**config.mk**
```make
export PLATFORM = sky130hd
export DESIGN_NAME = systolic_drain_flat
export DESIGN_NICKNAME = d
export VERILOG_FILES = /design/src/rtl/systolic_drain_if.sv /design/src/rtl/systolic_drain.sv /design/src/flat_wrapper.sv
export SDC_FILE = /design/constraint.sdc
export NUM_CORES = 1
export LEC_CHECK = 0
export ABC_AREA = 1
export CORE_MARGIN = 8
export CORE_UTILIZATION = 49
export DETAILED_ROUTE_END_ITERATION = 10
export GPL_TIMING_DRIVEN = 1
export HOLD_SLACK_MARGIN = 0.15
export PLACE_DENSITY = 0.8
export SLEW_MARGIN = 25
export SYNTH_ARGS = -nofsm -noshare
export SYNTH_HDL_FRONTEND = slang
export SYNTH_SLANG_ARGS = --single-unit
```
**constraint.sdc**
```tcl
create_clock -name clk -period 5 [get_ports clk]
set_input_delay 1.5 -clock clk [delete_from_list [all_inputs] [get_ports clk]]
set_output_delay 1.5 -clock clk [all_outputs]
set_load 0.02 [all_outputs]
```
**src/rtl/systolic_drain_if.sv**
```systemverilog
// Result stream interface for systolic_drain: one signed word plus its 2x2 position,
// moved by a valid/ready handshake.
interface systolic_drain_if #(
  parameter int DW = 32
);
  logic signed [DW-1:0] out_data;
  logic [1:0]           out_idx;
  logic                 out_valid;
  logic                 out_ready;

  modport master (
    output out_data,
    output out_idx,
    output out_valid,
    input  out_ready
  );

  modport slave (
    input  out_data,
    input  out_idx,
    input  out_valid,
    output out_ready
  );
endinterface

```
**src/rtl/systolic_drain.sv**
```systemverilog
// systolic_drain: pulses the three push strobes of a 2x2 systolic array, captures its four
// results, and streams them out as (idx, word). Optional sticky overrun flag: DRAIN_OVERRUN_EN.
module systolic_drain #(
  parameter int PUSH_DELAY = 1,
  parameter int DW         = 32
) (
  input  logic                 clk,
  input  logic                 reset,
  input  logic                 start,
  input  logic signed [DW-1:0] Oc11,
  input  logic signed [DW-1:0] Oc12,
  input  logic signed [DW-1:0] Oc21,
  input  logic signed [DW-1:0] Oc22,
  output logic                 push11,
  output logic                 pushedge,
  output logic                 push22,
  output logic                 busy,
  output logic                 done,
`ifdef DRAIN_OVERRUN_EN
  output logic                 overrun,
`endif
  systolic_drain_if.master     drain
);

  typedef enum logic [2:0] {
    IDLE   = 3'd0,
    WAIT   = 3'd1,
    P11    = 3'd2,
    PEDGE  = 3'd3,
    P22    = 3'd4,
    CAP    = 3'd5,
    STREAM = 3'd6
  } state_t;

  localparam int        WAIT_LAST   = (PUSH_DELAY > 0) ? PUSH_DELAY - 1 : 0;
  localparam logic [3:0] WAIT_LAST_C = 4'(WAIT_LAST);

  state_t               state_r;
  state_t               state_s;
  logic [3:0]           wait_cnt_r;
  logic [1:0]           idx_r;
  logic signed [DW-1:0] word_r [4];
  logic                 accept_s;
  logic                 valid_s;
  logic signed [DW-1:0] data_s;
  logic [1:0]           oidx_s;

  assign accept_s = (state_r == STREAM) && drain.out_ready;

  // State register
  always_ff @(posedge clk) begin
    if (!reset) begin
      state_r <= IDLE;
    end else begin
      state_r <= state_s;
    end
  end

  // Next-state logic; start is only looked at in IDLE
  always_comb begin
    state_s = state_r;
    case (state_r)
      IDLE: begin
        if (start) begin
          state_s = (PUSH_DELAY > 0) ? WAIT : P11;
        end else begin
          state_s = IDLE;
        end
      end
      WAIT: begin
        if (wait_cnt_r == WAIT_LAST_C) begin
          state_s = P11;
        end else begin
          state_s = WAIT;
        end
      end
      P11:   state_s = PEDGE;
      PEDGE: state_s = P22;
      P22:   state_s = CAP;
      CAP:   state_s = STREAM;
      STREAM: begin
        if (accept_s && (idx_r == 2'd3)) begin
          state_s = IDLE;
        end else begin
          state_s = STREAM;
        end
      end
      default: state_s = IDLE;
    endcase
  end

  // Delay counter, stream index and result capture; each result is taken the cycle after its push
  always_ff @(posedge clk) begin
    if (!reset) begin
      wait_cnt_r <= 4'd0;
      idx_r      <= 2'd0;
      for (int i = 0; i < 4; i++) begin
        word_r[i] <= {DW{1'b0}};
      end
    end else begin
      if (state_r == WAIT) begin
        wait_cnt_r <= wait_cnt_r + 4'd1;
      end else begin
        wait_cnt_r <= 4'd0;
      end
      if (state_r == CAP) begin
        idx_r <= 2'd0;
      end else if (accept_s) begin
        idx_r <= idx_r + 2'd1;
      end
      if (state_r == PEDGE) begin
        word_r[0] <= Oc11;
      end
      if (state_r == P22) begin
        word_r[1] <= Oc12;
        word_r[2] <= Oc21;
      end
      if (state_r == CAP) begin
        word_r[3] <= Oc22;
      end
    end
  end

  // Outputs decoded from the state register; done tracks acceptance of the last word
  always_comb begin
    push11   = (state_r == P11);
    pushedge = (state_r == PEDGE);
    push22   = (state_r == P22);
    busy     = (state_r != IDLE);
    done     = accept_s && (idx_r == 2'd3);
    if (state_r == STREAM) begin
      valid_s = 1'b1;
      data_s  = word_r[idx_r];
      oidx_s  = idx_r;
    end else begin
      valid_s = 1'b0;
      data_s  = {DW{1'b0}};
      oidx_s  = 2'd0;
    end
  end

  assign drain.out_valid = valid_s;
  assign drain.out_data  = data_s;
  assign drain.out_idx   = oidx_s;

`ifdef DRAIN_OVERRUN_EN
  logic overrun_r;

  // Sticky flag for a start that arrives while a drain is in flight
  always_ff @(posedge clk) begin
    if (!reset) begin
      overrun_r <= 1'b0;
    end else if (start && (state_r != IDLE)) begin
      overrun_r <= 1'b1;
    end
  end

  assign overrun = overrun_r;
`endif

endmodule
```
**src/flat_wrapper.sv**
```systemverilog
// flat-port wrapper written by rule: the top's interface ports become plain ports
module systolic_drain_flat 
#(
  parameter int PUSH_DELAY = 1,
  parameter int DW         = 32
)
  (clk, reset, start, Oc11, Oc12, Oc21, Oc22, push11, pushedge, push22, busy, done, drain_out_data, drain_out_idx, drain_out_valid, drain_out_ready);
  systolic_drain_if #(.DW(DW)) drain_i ();
  input  logic clk;
  input  logic reset;
  input  logic start;
  input  logic signed [DW-1:0] Oc11;
  input  logic signed [DW-1:0] Oc12;
  input  logic signed [DW-1:0] Oc21;
  input  logic signed [DW-1:0] Oc22;
  output logic push11;
  output logic pushedge;
  output logic push22;
  output logic busy;
  output logic done;
  output wire logic [$bits(drain_i.out_data)-1:0] drain_out_data;
  output wire logic [$bits(drain_i.out_idx)-1:0] drain_out_idx;
  output wire logic [$bits(drain_i.out_valid)-1:0] drain_out_valid;
  input wire logic [$bits(drain_i.out_ready)-1:0] drain_out_ready;
  assign drain_out_data = drain_i.out_data;
  assign drain_out_idx = drain_i.out_idx;
  assign drain_out_valid = drain_i.out_valid;
  assign drain_i.out_ready = drain_out_ready;
  systolic_drain #(.PUSH_DELAY(PUSH_DELAY), .DW(DW)) u_core (.clk(clk), .reset(reset), .start(start), .Oc11(Oc11), .Oc12(Oc12), .Oc21(Oc21), .Oc22(Oc22), .push11(push11), .pushedge(pushedge), .push22(push22), .busy(busy), .done(done), .drain(drain_i));
endmodule
```
==> results.tsv <==
metric	value	unit
ANT cells	0	
initial antenna violation count	0	
Vias	5289	
Net Count, Synth	863	
Pleak	3.899	nW
post-synth top area cell	edfxtp_1	
hold buffer count at cts	0	
maximum clock frequency	225.9	MHz
CTS H-Tree Depth	4	
Post-synth ARST share	0	%
clk slew on worst S/H paths	0.06	ns
Vias/cell	4.897	
GRT Overall Usage	19.83	%
clock buffer depth	2	
top cells by area, synth	edfxtp_1, nor2_1, inv_1	
Worst Setup End Kind	output pin	
IO Port Bufs	171	
Final Max Tran Viols	0	
P_sw	654.9	µW
Setup crit end	done	
critical path launch point type	input port	
CP cell instances	clkdlybuf4s50_1 -> inv_1 -> nor2_2 -> inv_1 -> nor2_1 -> clkdlybuf4s50_1	
sequential area share after synthesis	61.20	%
post-synthesis mux area share	0	%
CTS tree	yes	
clk_lat worst skew	0.41	ns
kind of critical path	in2out	
RSZ-0062 raised after global routing	no	
post_cts resized	0	
Num Clock Sinks	139	
Pwr Density	339.4	nW/µm²
maximum fanout along the worst path	3	
Synthesis Warnings	0	
total congestion overflow	0	
CP Data Required Time	3.50	ns
width of the die	132.4	µm
largest family of logic cells by synthesized area	simple AND/OR/NAND/NOR gates	
Comb power frac	10.3	%
# setup viols final	0	
largest net degree at the start of global routing	65	
outcome	finished, final reports clean	
Worst R2R End	u_core.word_r[1][15]	
Yosys cell types	25	
CTS Buf Count	17	
area grow syn2layout	37.23	%
R2R Path Start	u_core.state_r[2]	
Worst setup startpoint	drain_out_ready	
Clock Skews	0.004967	ns
max_slew headroom	38.08	%
DRC Markers	0	
Int Pwr	2.438	mW
Root Buffer	clkbuf_16	
Final TNS setup	0	ns
crit path time final	4.428	ns
first-pass detailed-route iteration total	4	
top cells by count, synth	nor2_1, inv_1, edfxtp_1	
I/O pins	172	
Pwr Total	3.092	mW
min-delay worst type	reg2reg	
maximum vdd drop	0.0002517	V
slowest CP cell	clkdlybuf4s50_1	
Worst Tran Pin Value	0.9255	ns
fin nets	1027	
Switching Share	21.18	%
Syn Area/Cell	9.121	µm²
antenna-violating nets left	0	
DR iter-0 viols	334	
sequential power share	44.9	%
final cycle utilization of the critical path	88.55	%
core area	13240	µm²
Yosys top cell area share	57.89	%
vias in the first global route	5371	
Mapped Cells	728	
setup repair bufs after CTS	0	
Clock Power Share	44.8	%
initial core utilization	50.14	%
Detailed Route WL	17530	µm
hold path cells	1	
count leader, synth	nor2_1	
final hold vios	0	
post-synthesis simple-gate area fraction	18.41	%
post-synthesis adder-cell area fraction	0.5653	%
MaxCap Viol Count	0	
Synth Area in Compound Gates	7.839	%
Seq cells post-synth	139	
Cell Area, Synth	6640	µm²
Post-Synth XOR/XNOR Area	0.1319	%
Post-synth top flop	edfxtp_1	
Worst R2R Setup Slack	2.92	ns
WP data arrival	2.93	ns
hpwl dp	11360	µm
Routed wire per std cell	16.24	µm
die span in y	132.4	µm
GPL Wtd Cong	0.7455	
layout cell share with drive strength beyond 1	8.075	%
DIE AREA	17530	µm²
Core Rows	42	
Max stage delay on crit path	0.61	ns
r2r worst-path depth	3	
number of synthesized flops with an enable pin	128	
first-pass GRT wire length	27190	µm
[stage by stage]
stage               setup slack [ns]  hold slack, ns  util [%]  instances  area (µm²)
global route                  0.5250          0.4836     68.81       1080        9112
finish                        0.5724          0.4731     68.81       1080        9112
detailed placement            0.5755          0.4537     63.90       1049        8462
CTS                           0.5696          0.4670     68.81       1080        9112
floorplan                      1.489          0.4300         -        728        6640
global placement              0.5936          0.4456     63.69       1048        8434
[worst min path at each step]
stage                               from              endpoint  slack (ns)
global route        u_core.wait_cnt_r[0]  u_core.wait_cnt_r[0]        0.48
floorplan           u_core.wait_cnt_r[0]  u_core.wait_cnt_r[0]        0.43
finish              u_core.wait_cnt_r[0]  u_core.wait_cnt_r[0]        0.47
CTS                 u_core.wait_cnt_r[0]  u_core.wait_cnt_r[0]        0.47
detailed placement  u_core.wait_cnt_r[0]  u_core.wait_cnt_r[0]        0.45
global placement    u_core.wait_cnt_r[0]  u_core.wait_cnt_r[0]        0.45
[layer usage]
metal	up-vias	track usage (%)	wire, µm
met4	0	6.562	329
met5	-	0	0
met3	25	5.905	1394
met2	200	34.25	8745
met1	2465	23.06	7065
li1	2599	-	-
[state kept, by name, indices dropped and copies added (netlist names), named ones only]
register / flops
u_core.word_r: 128
u_core.wait_cnt_r: 4
u_core.state_r: 3
u_core.idx_r: 2
[kinds of logic (layout without fill, tap and decap cells)]
| family | count (synthesis) | after routing |
|---|---|---|
| AO/OA/AOI/OAI | 104 | 104 |
| XOR/XNOR | 1 | 1 |
| adder cells (fa/ha/maj) | 3 | 3 |
| buffers and inverters | 182 | 358 |
| flip-flops | 139 | 139 |
| AND/OR/NAND/NOR | 299 | 299 |
[power groups by stage]
stage          Sequential (mW)  Combinational (mW)  Clock [mW]
2_1_floorplan             1.40               0.158           0
3_3_place_gp              1.41               0.307           0
3_5_place_dp              1.41               0.317           0
4_1_cts                   1.39               0.322        1.40
5_1_grt                   1.40               0.353        1.45
6_report                  1.39               0.318        1.39
[final cells by class]
type                       count  area, µm²
tap                          176      220.2
fill                        1020       4130
multi-input combinational    407       1805
clock inverter                14      225.2
inverter                     145      544.3
timing repair buffer         182       1827
sequential                   139       4065
clock buffer                  17      425.4
[placed cells by master, fill, tap and decap left out, types with 9 or more instances in the layout]
master           instances
inv_1                  143
o21ai_0                 65
nand2_1                 10
nor2_2                  22
dfxtp_1                 10
nor2_1                 249
clkbuf_16               17
clkdlybuf4s50_1        171
buf_4                    9
a21oi_1                 37
edfxtp_1               128
[worst max-delay path, delay by kind of cell]
kind,cells,cell delay [ns]
buf+inv,4,1.20
simple gates,2,0.23
Note: power is estimated with default switching activity, not from simulation.
